==> config.mk <==
export PLATFORM = sky130hd
export DESIGN_NAME = adma_engine_flat
export DESIGN_NICKNAME = d
export VERILOG_FILES = /design/src/rtl/adma_engine_pkg.sv /design/src/rtl/adma_engine_if.sv /design/src/rtl/adma_descriptor_decode.sv /design/src/rtl/adma_engine.sv /design/src/flat_wrapper.sv
export SDC_FILE = /design/constraint.sdc
export NUM_CORES = 1
export LEC_CHECK = 0
export ABC_AREA = 1
export CORE_ASPECT_RATIO = 1.75
export CORE_MARGIN = 3
export CORE_UTILIZATION = 35
export DETAILED_ROUTE_END_ITERATION = 12
export DONT_BUFFER_PORTS = 1
export SLEW_MARGIN = 20
export SYNTH_ARGS = -nofsm -noshare
export SYNTH_HDL_FRONTEND = slang
export SYNTH_SLANG_ARGS = --single-unit
==> constraint.sdc <==
create_clock -name clk -period 5.5 [get_ports clk]
set_input_delay 0.55 -clock clk [delete_from_list [all_inputs] [get_ports clk]]
set_output_delay 0.55 -clock clk [all_outputs]
set_load 0.02 [all_outputs]
==> src/rtl/adma_engine_pkg.sv <==
// adma_engine_pkg: state codes, descriptor act codes, attribute bit positions, field offsets and an alignment helper
package adma_engine_pkg;
  typedef enum logic [2:0] {
    ST_STOP  = 3'd0,
    ST_FDS   = 3'd1,
    ST_CADR  = 3'd2,
    ST_TFR   = 3'd3,
    ST_PAUSE = 3'd4
  } state_t;
  localparam logic [1:0] ACT_TRAN = 2'b10;
  localparam logic [1:0] ACT_LINK = 2'b11;
  localparam int ATTR_VALID = 0;
  localparam int ATTR_END = 1;
  localparam int ATTR_INT = 2;
  localparam int ACT_LSB = 4;
  localparam int LEN_LSB = 16;
  localparam int ADDR_LSB = 32;
  function automatic logic aligned(input logic [31:0] a);
    return a[2:0] == 3'd0;
  endfunction
endpackage

==> src/rtl/adma_engine_if.sv <==
// adma_engine_if: host registers in, descriptor fetch (mem_*), data-mover handoff (tfr_*), status out; master = engine, slave = environment
interface adma_engine_if;
  logic [15:0] adma_address_register_0;
  logic [15:0] adma_address_register_1;
  logic [15:0] adma_address_register_2;
  logic [15:0] adma_address_register_3;
  logic        command_reg_write;
  logic [15:0] transfer_mode_register_in;
  logic [15:0] block_gap_control_register;
  logic        mem_req;
  logic [31:0] mem_addr;
  logic        mem_ack;
  logic [63:0] mem_rdata;
  logic        tfr_start;
  logic [31:0] tfr_addr;
  logic [15:0] tfr_length;
  logic        tfr_direction;
  logic        tfr_done;
  logic [2:0]  adma_state;
  logic        adma_int;
  logic        xfer_complete;
  logic        adma_error;
  logic [31:0] desc_ptr;
  modport master (
    input  adma_address_register_0, adma_address_register_1, adma_address_register_2,
           adma_address_register_3, command_reg_write, transfer_mode_register_in,
           block_gap_control_register, mem_ack, mem_rdata, tfr_done,
    output mem_req, mem_addr, tfr_start, tfr_addr, tfr_length, tfr_direction,
           adma_state, adma_int, xfer_complete, adma_error, desc_ptr
  );
  modport slave (
    output adma_address_register_0, adma_address_register_1, adma_address_register_2,
           adma_address_register_3, command_reg_write, transfer_mode_register_in,
           block_gap_control_register, mem_ack, mem_rdata, tfr_done,
    input  mem_req, mem_addr, tfr_start, tfr_addr, tfr_length, tfr_direction,
           adma_state, adma_int, xfer_complete, adma_error, desc_ptr
  );
endinterface

==> src/rtl/adma_descriptor_decode.sv <==
// adma_descriptor_decode: splits a 64-bit ADMA2 descriptor (desc) into valid/last/irq flags, tran/link kind, length and address
module adma_descriptor_decode
  import adma_engine_pkg::*;
(
  input  logic [63:0] desc,
  output logic        valid,
  output logic        last,
  output logic        irq,
  output logic        is_tran,
  output logic        is_link,
  output logic [15:0] length,
  output logic [31:0] address
);
  logic unused;
  assign valid = desc[ATTR_VALID];
  assign last = desc[ATTR_END];
  assign irq = desc[ATTR_INT];
  assign is_tran = desc[ACT_LSB +: 2] == ACT_TRAN;
  assign is_link = desc[ACT_LSB +: 2] == ACT_LINK;
  assign length = desc[LEN_LSB +: 16];
  assign address = desc[ADDR_LSB +: 32];
  assign unused = ^{desc[3], desc[15:6]};
endmodule

==> src/rtl/adma_engine.sv <==
// adma_engine: ADMA2 engine; clk, rst (async, active-high) and bus (master modport) carrying host registers, descriptor fetch, transfer handoff and status
module adma_engine
  import adma_engine_pkg::*;
(
  input logic clk,
  input logic rst,
  adma_engine_if.master bus
);
  state_t state, state_n;
  logic [31:0] ptr, ptr_n, base, address;
  logic [63:0] desc, raw;
  logic [15:0] length;
  logic valid, last, irq, is_tran, is_link;
  logic go, launch, int_n, cmp_n, err_n;
  logic unused;
  assign base = {bus.adma_address_register_1, bus.adma_address_register_0};
  assign go = bus.command_reg_write & bus.transfer_mode_register_in[0];
  assign unused = ^{bus.adma_address_register_2, bus.adma_address_register_3,
                    bus.transfer_mode_register_in[15:5], bus.transfer_mode_register_in[3:1],
                    bus.block_gap_control_register[15:2]};
  assign bus.adma_state = state;
  assign bus.desc_ptr = ptr;
  assign bus.mem_addr = ptr;
  // fetch decodes the word on the bus; later states work from the latched copy
  assign raw = state == ST_FDS ? bus.mem_rdata : desc;
  adma_descriptor_decode u_dec (
    .desc(raw),
    .valid(valid),
    .last(last),
    .irq(irq),
    .is_tran(is_tran),
    .is_link(is_link),
    .length(length),
    .address(address)
  );
  always_comb begin
    state_n = state;
    ptr_n = ptr;
    launch = 1'b0;
    int_n = 1'b0;
    cmp_n = 1'b0;
    err_n = 1'b0;
    case (state)
      ST_STOP: if (go) begin
        ptr_n = base;
        err_n = !aligned(base);
        state_n = aligned(base) ? ST_FDS : ST_STOP;
      end
      ST_FDS: if (bus.mem_ack) begin
        ptr_n = ptr + 32'd8;
        err_n = !valid;
        int_n = valid & irq & !is_tran;
        cmp_n = valid & last & !is_tran;
        launch = valid & is_tran;
        state_n = !valid || (last && !is_tran) ? ST_STOP :
                  is_tran ? ST_TFR : is_link ? ST_CADR : ST_FDS;
      end
      ST_CADR: begin
        ptr_n = address;
        err_n = !aligned(address);
        state_n = aligned(address) ? ST_FDS : ST_STOP;
      end
      ST_TFR: if (bus.tfr_done) begin
        int_n = irq;
        cmp_n = last;
        state_n = last ? ST_STOP : bus.block_gap_control_register[0] ? ST_PAUSE : ST_FDS;
      end
      ST_PAUSE: state_n = bus.block_gap_control_register[1] && !bus.block_gap_control_register[0] ?
                          ST_FDS : ST_PAUSE;
      default: state_n = ST_STOP;
    endcase
  end
  always_ff @(posedge clk or posedge rst)
    if (rst) begin
      state <= ST_STOP;
      ptr <= '0;
      desc <= '0;
      bus.mem_req <= 1'b0;
      bus.tfr_start <= 1'b0;
      bus.tfr_addr <= '0;
      bus.tfr_length <= '0;
      bus.tfr_direction <= 1'b0;
      bus.adma_int <= 1'b0;
      bus.xfer_complete <= 1'b0;
      bus.adma_error <= 1'b0;
    end else begin
      state <= state_n;
      ptr <= ptr_n;
      bus.mem_req <= state_n == ST_FDS;
      bus.tfr_start <= launch;
      bus.adma_int <= int_n;
      bus.xfer_complete <= cmp_n;
      bus.adma_error <= err_n;
      if (state == ST_FDS && bus.mem_ack) desc <= bus.mem_rdata;
      if (launch) begin
        bus.tfr_addr <= address;
        bus.tfr_length <= length;
      end
      if (state == ST_STOP && go) bus.tfr_direction <= bus.transfer_mode_register_in[4];
    end
endmodule

==> src/flat_wrapper.sv <==
// flat-port wrapper written by rule: the top's interface ports become plain ports
module adma_engine_flat import adma_engine_pkg::*;
  (clk, rst, bus_adma_address_register_0, bus_adma_address_register_1, bus_adma_address_register_2, bus_adma_address_register_3, bus_command_reg_write, bus_transfer_mode_register_in, bus_block_gap_control_register, bus_mem_ack, bus_mem_rdata, bus_tfr_done, bus_mem_req, bus_mem_addr, bus_tfr_start, bus_tfr_addr, bus_tfr_length, bus_tfr_direction, bus_adma_state, bus_adma_int, bus_xfer_complete, bus_adma_error, bus_desc_ptr);
  adma_engine_if bus_i ();
  input logic clk;
  input logic rst;
  input wire logic [$bits(bus_i.adma_address_register_0)-1:0] bus_adma_address_register_0;
  input wire logic [$bits(bus_i.adma_address_register_1)-1:0] bus_adma_address_register_1;
  input wire logic [$bits(bus_i.adma_address_register_2)-1:0] bus_adma_address_register_2;
  input wire logic [$bits(bus_i.adma_address_register_3)-1:0] bus_adma_address_register_3;
  input wire logic [$bits(bus_i.command_reg_write)-1:0] bus_command_reg_write;
  input wire logic [$bits(bus_i.transfer_mode_register_in)-1:0] bus_transfer_mode_register_in;
  input wire logic [$bits(bus_i.block_gap_control_register)-1:0] bus_block_gap_control_register;
  input wire logic [$bits(bus_i.mem_ack)-1:0] bus_mem_ack;
  input wire logic [$bits(bus_i.mem_rdata)-1:0] bus_mem_rdata;
  input wire logic [$bits(bus_i.tfr_done)-1:0] bus_tfr_done;
  output wire logic [$bits(bus_i.mem_req)-1:0] bus_mem_req;
  output wire logic [$bits(bus_i.mem_addr)-1:0] bus_mem_addr;
  output wire logic [$bits(bus_i.tfr_start)-1:0] bus_tfr_start;
  output wire logic [$bits(bus_i.tfr_addr)-1:0] bus_tfr_addr;
  output wire logic [$bits(bus_i.tfr_length)-1:0] bus_tfr_length;
  output wire logic [$bits(bus_i.tfr_direction)-1:0] bus_tfr_direction;
  output wire logic [$bits(bus_i.adma_state)-1:0] bus_adma_state;
  output wire logic [$bits(bus_i.adma_int)-1:0] bus_adma_int;
  output wire logic [$bits(bus_i.xfer_complete)-1:0] bus_xfer_complete;
  output wire logic [$bits(bus_i.adma_error)-1:0] bus_adma_error;
  output wire logic [$bits(bus_i.desc_ptr)-1:0] bus_desc_ptr;
  assign bus_i.adma_address_register_0 = bus_adma_address_register_0;
  assign bus_i.adma_address_register_1 = bus_adma_address_register_1;
  assign bus_i.adma_address_register_2 = bus_adma_address_register_2;
  assign bus_i.adma_address_register_3 = bus_adma_address_register_3;
  assign bus_i.command_reg_write = bus_command_reg_write;
  assign bus_i.transfer_mode_register_in = bus_transfer_mode_register_in;
  assign bus_i.block_gap_control_register = bus_block_gap_control_register;
  assign bus_i.mem_ack = bus_mem_ack;
  assign bus_i.mem_rdata = bus_mem_rdata;
  assign bus_i.tfr_done = bus_tfr_done;
  assign bus_mem_req = bus_i.mem_req;
  assign bus_mem_addr = bus_i.mem_addr;
  assign bus_tfr_start = bus_i.tfr_start;
  assign bus_tfr_addr = bus_i.tfr_addr;
  assign bus_tfr_length = bus_i.tfr_length;
  assign bus_tfr_direction = bus_i.tfr_direction;
  assign bus_adma_state = bus_i.adma_state;
  assign bus_adma_int = bus_i.adma_int;
  assign bus_xfer_complete = bus_i.xfer_complete;
  assign bus_adma_error = bus_i.adma_error;
  assign bus_desc_ptr = bus_i.desc_ptr;
  adma_engine u_core (.clk(clk), .rst(rst), .bus(bus_i));
endmodule
==> impl_metrics.yaml <==
cells_and_area:
  final_nets: 1117
  drive_gt1_share_pct: 6.65
  fin_cells: 1252
  area_growth_syn_to_layout_pct: 7.49
  fillers: 2204
  final_core_util_pct: 38.6
timing:
  fin_crit_sh_pct: 60.4
  rsz0062_at_grt: "no"
  fmax_ghz: 0.301
  relSlewSlack_pct: 35.7
  finalHoldWorstSlack_ps: 207
  fin_tns_setup_ps: 0
  clock_skew_ps: 7.85
  drv_slew: 0
  finalHoldViolCount: 0
  worst_pin_slew_ps: 962
  finalSetupViolations: 0
  min_period_ps: 3320
clocking:
  holdBufCountCts: 0
  cts-buffers-inserted: 17
  clock-root-buffer: "clkbuf_16"
  h-tree-depth: 4
  cts_buffer_depth: 2
  post_cts_buffers: 0
  clk-insertion-delay-late_ps: 420
  clkSinkCount: 142
  cts_resized: 0
  cts_tree: "built"
  clk_pin_slew_worst_paths_ps: 60
setup_path:
  cp-startpoint: "u_core.bus.adma_state[1]$_DFF_PP0_"
  path_common_cell: "nand2_1"
  arrival_ps: 3610
  crit_chain: "inv_2 > nand3_2 > buf_4 > nand2_1 > nand2_1 > nand2_1 > nor2_4 > inv_2 > buf_4 > nand2_1 > o21ai_2"
  critPathMaxFanout: 54
  r2r-end: "u_core.bus.tfr_length[12]$_DFFE_PP0P_"
  cp-start-kind: "flip-flop"
  r2r_slack_ps: 2180
  r2r_start: "u_core.bus.adma_state[1]$_DFF_PP0_"
  reg2regPathDepth: 11
  endpoint: "u_core.bus.tfr_length[12]$_DFFE_PP0P_"
  cpMaxStageDelayCell: "dfrtp_1"
  setup.worst_path.class: "reg2reg"
  cp_slowest_stage_delay_ps: 700
  cp_data_required_time_ps: 5790
  critPathCaptureType: "flip-flop"
logic_synthesis:
  yosysTopAreaCellShare_pct: 46.8
  syn_inst: 1004
  synth.distinct_cells: 43
  async_flop_share_pct: 100
  synthMuxAreaShare_pct: 0.148
  synth-xor-area-share_pct: 0
  netlist_area_mm2: 0.00758
  synth.most_common_cell: "nand2_1"
  yosysTopAreaCell: "dfrtp_1"
  avgSynthCellArea_um2: 7.55
  ys_seq_area_share_pct: 46.8
  synth_compound_area_share_pct: 17.0
  synth-simple-area-share_pct: 24.0
  synthTopCellsByArea: "dfrtp_1 47%, nand2_1 16%, o21ai_0 7.7%"
  synth_top_family_by_area: "simple AND/OR/NAND/NOR gates"
  synthAdderAreaFrac_pct: 0.165
  syn_nets: 1170
  synth-seq-cells: 142
  synth_commonest_cells: "315 x nand2_1, 142 x dfrtp_1, 116 x o21ai_0"
  dominantRegCellSynth: "dfrtp_1"
  synth_edf_count: 0
  yosysWarningCount: 0
power_and_ir_drop:
  leakagePower_nw: 3.87
  finalPower_mw: 3.43
  power.density_mw_per_mm2: 421
  irDropWorstVdd_uv: 206
global_routing:
  grt-ovfl-total: 0
  antenna_found_initial: 2
  grt_pass1_vias: 6236
  grt_max_degree: 100
  track_usage_pct: 20.0
  grt_pass1_wl_mm: 35.6
die:
  fp.dieH_um: 201
  io_pins: 286
  die_w_um: 117
  die_area_mm2: 0.0235
  rows: 70
  initial_utilization_pct: 35.9
  coreArea_mm2: 0.0211
route:
  vias: 6296
  via_per_inst: 5.03
  wirelength_mm: 23.0
  wl_per_cell_um: 18.4
  drtIter0Drc: 309
  first_pass_iters: 5
  drc: 0
  final_antenna_net_count: 0
worst_hold_path:
  hold_path.class: "in2async"
placed_design:
  dp_cells: 1220
  io_buffers: 0
  gp_congestion: 0.993
  hpwl_mm: 16.7
run_status:
  status: "finished clean"
run:
  drv_cap: 0
[power breakdown]
part	internal, mW	switching, mW
clock	0.779	0.458
combinational	0.202	0.355
sequential	1.27	0.372
total	2.25	1.19
[final cells by class]
type | count | area [um2] | area share [%]
flip-flops and latches | 142 | 3550 | 43.6
repair buffers | 7 | 52.6 | 0.645
clock inverters | 11 | 165 | 2.03
multi-input cells | 673 | 3140 | 38.6
clock buffers | 20 | 457 | 5.60
inverters | 110 | 418 | 5.13
well taps | 288 | 360 | 4.42
diodes | 1 | 2.50 | 0.0307
[sequential cells by signal, indices dropped and copies added, names as in the netlist]
register,cells
u_core.bus.xfer_complete,1
u_core.bus.mem_req,1
u_core.bus.tfr_addr,32
u_core.bus.desc_ptr,32
u_core.desc,53
u_core.bus.tfr_start,1
u_core.bus.tfr_direction,1
u_core.bus.adma_error,1
u_core.bus.tfr_length,16
u_core.bus.adma_state,3
u_core.bus.adma_int,1
[worst min path at each step]
stage	startpoint	endpoint	depth (start not counted)
final	rst	u_core.bus.tfr_length[13]$_DFFE_PP0P_	1
after global routing	bus_tfr_done	u_core.bus.adma_state[1]$_DFF_PP0_	1
after CTS	bus_tfr_done	u_core.bus.adma_state[1]$_DFF_PP0_	1
after detailed placement	u_core.desc[5]$_DFFE_PP0P_	u_core.desc[5]$_DFFE_PP0P_	2
after global placement	u_core.desc[2]$_DFFE_PP0P_	u_core.desc[2]$_DFFE_PP0P_	2
after floorplan	u_core.desc[2]$_DFFE_PP0P_	u_core.desc[2]$_DFFE_PP0P_	2
[cell usage in the layout (no fill, tap or decap), types with 3 or more instances in the layout]
| master | instances |
|---|---|
| dfrtp_1 | 142 |
| a21boi_0 | 5 |
| nor2_1 | 60 |
| o21ai_2 | 10 |
| a22oi_1 | 15 |
| inv_2 | 6 |
| nor2_4 | 3 |
| o21ai_1 | 29 |
| buf_4 | 7 |
| clkbuf_16 | 17 |
| o21ai_0 | 116 |
| nand3_1 | 49 |
| bufinv_16 | 4 |
| nand4_1 | 4 |
| o22ai_1 | 3 |
| o21a_1 | 4 |
| a21oi_1 | 16 |
| a211oi_1 | 5 |
| nor3_1 | 10 |
| clkinv_2 | 4 |
| o211ai_1 | 5 |
| inv_1 | 103 |
| nand2_1 | 315 |
[layer usage]
metal,up-vias,global-route usage (%),routed length (um)
met1,2933,21.9,8570
met5,-,0,20
met2,216,33.8,11800
li1,3097,-,-
met4,2,10.6,1070
met3,48,6.12,1520
[through the flow]
stage	setup WS, ps	area [um2]
after global routing	1870	8150
final	2180	8150
after detailed placement	2150	7530
after CTS	2140	8150
after global placement	2180	7530
after floorplan	1140	7580
[worst max-delay path, delay by kind of cell (launching register included)]
family	cells	cell delay (ps)
flops	1	700
compound gates	1	60
simple gates	6	1090
buf+inv	4	1300
[kinds of logic after synthesis]
| family | count (synthesis) |
|---|---|
| multiplexers | 1 |
| buffers and inverters | 189 |
| AND/OR/NAND/NOR | 449 |
| flip-flops | 142 |
| adder cells (fa/ha/maj) | 1 |
| AO/OA/AOI/OAI | 222 |
No activity file was read; power rests on OpenSTA's default activity.
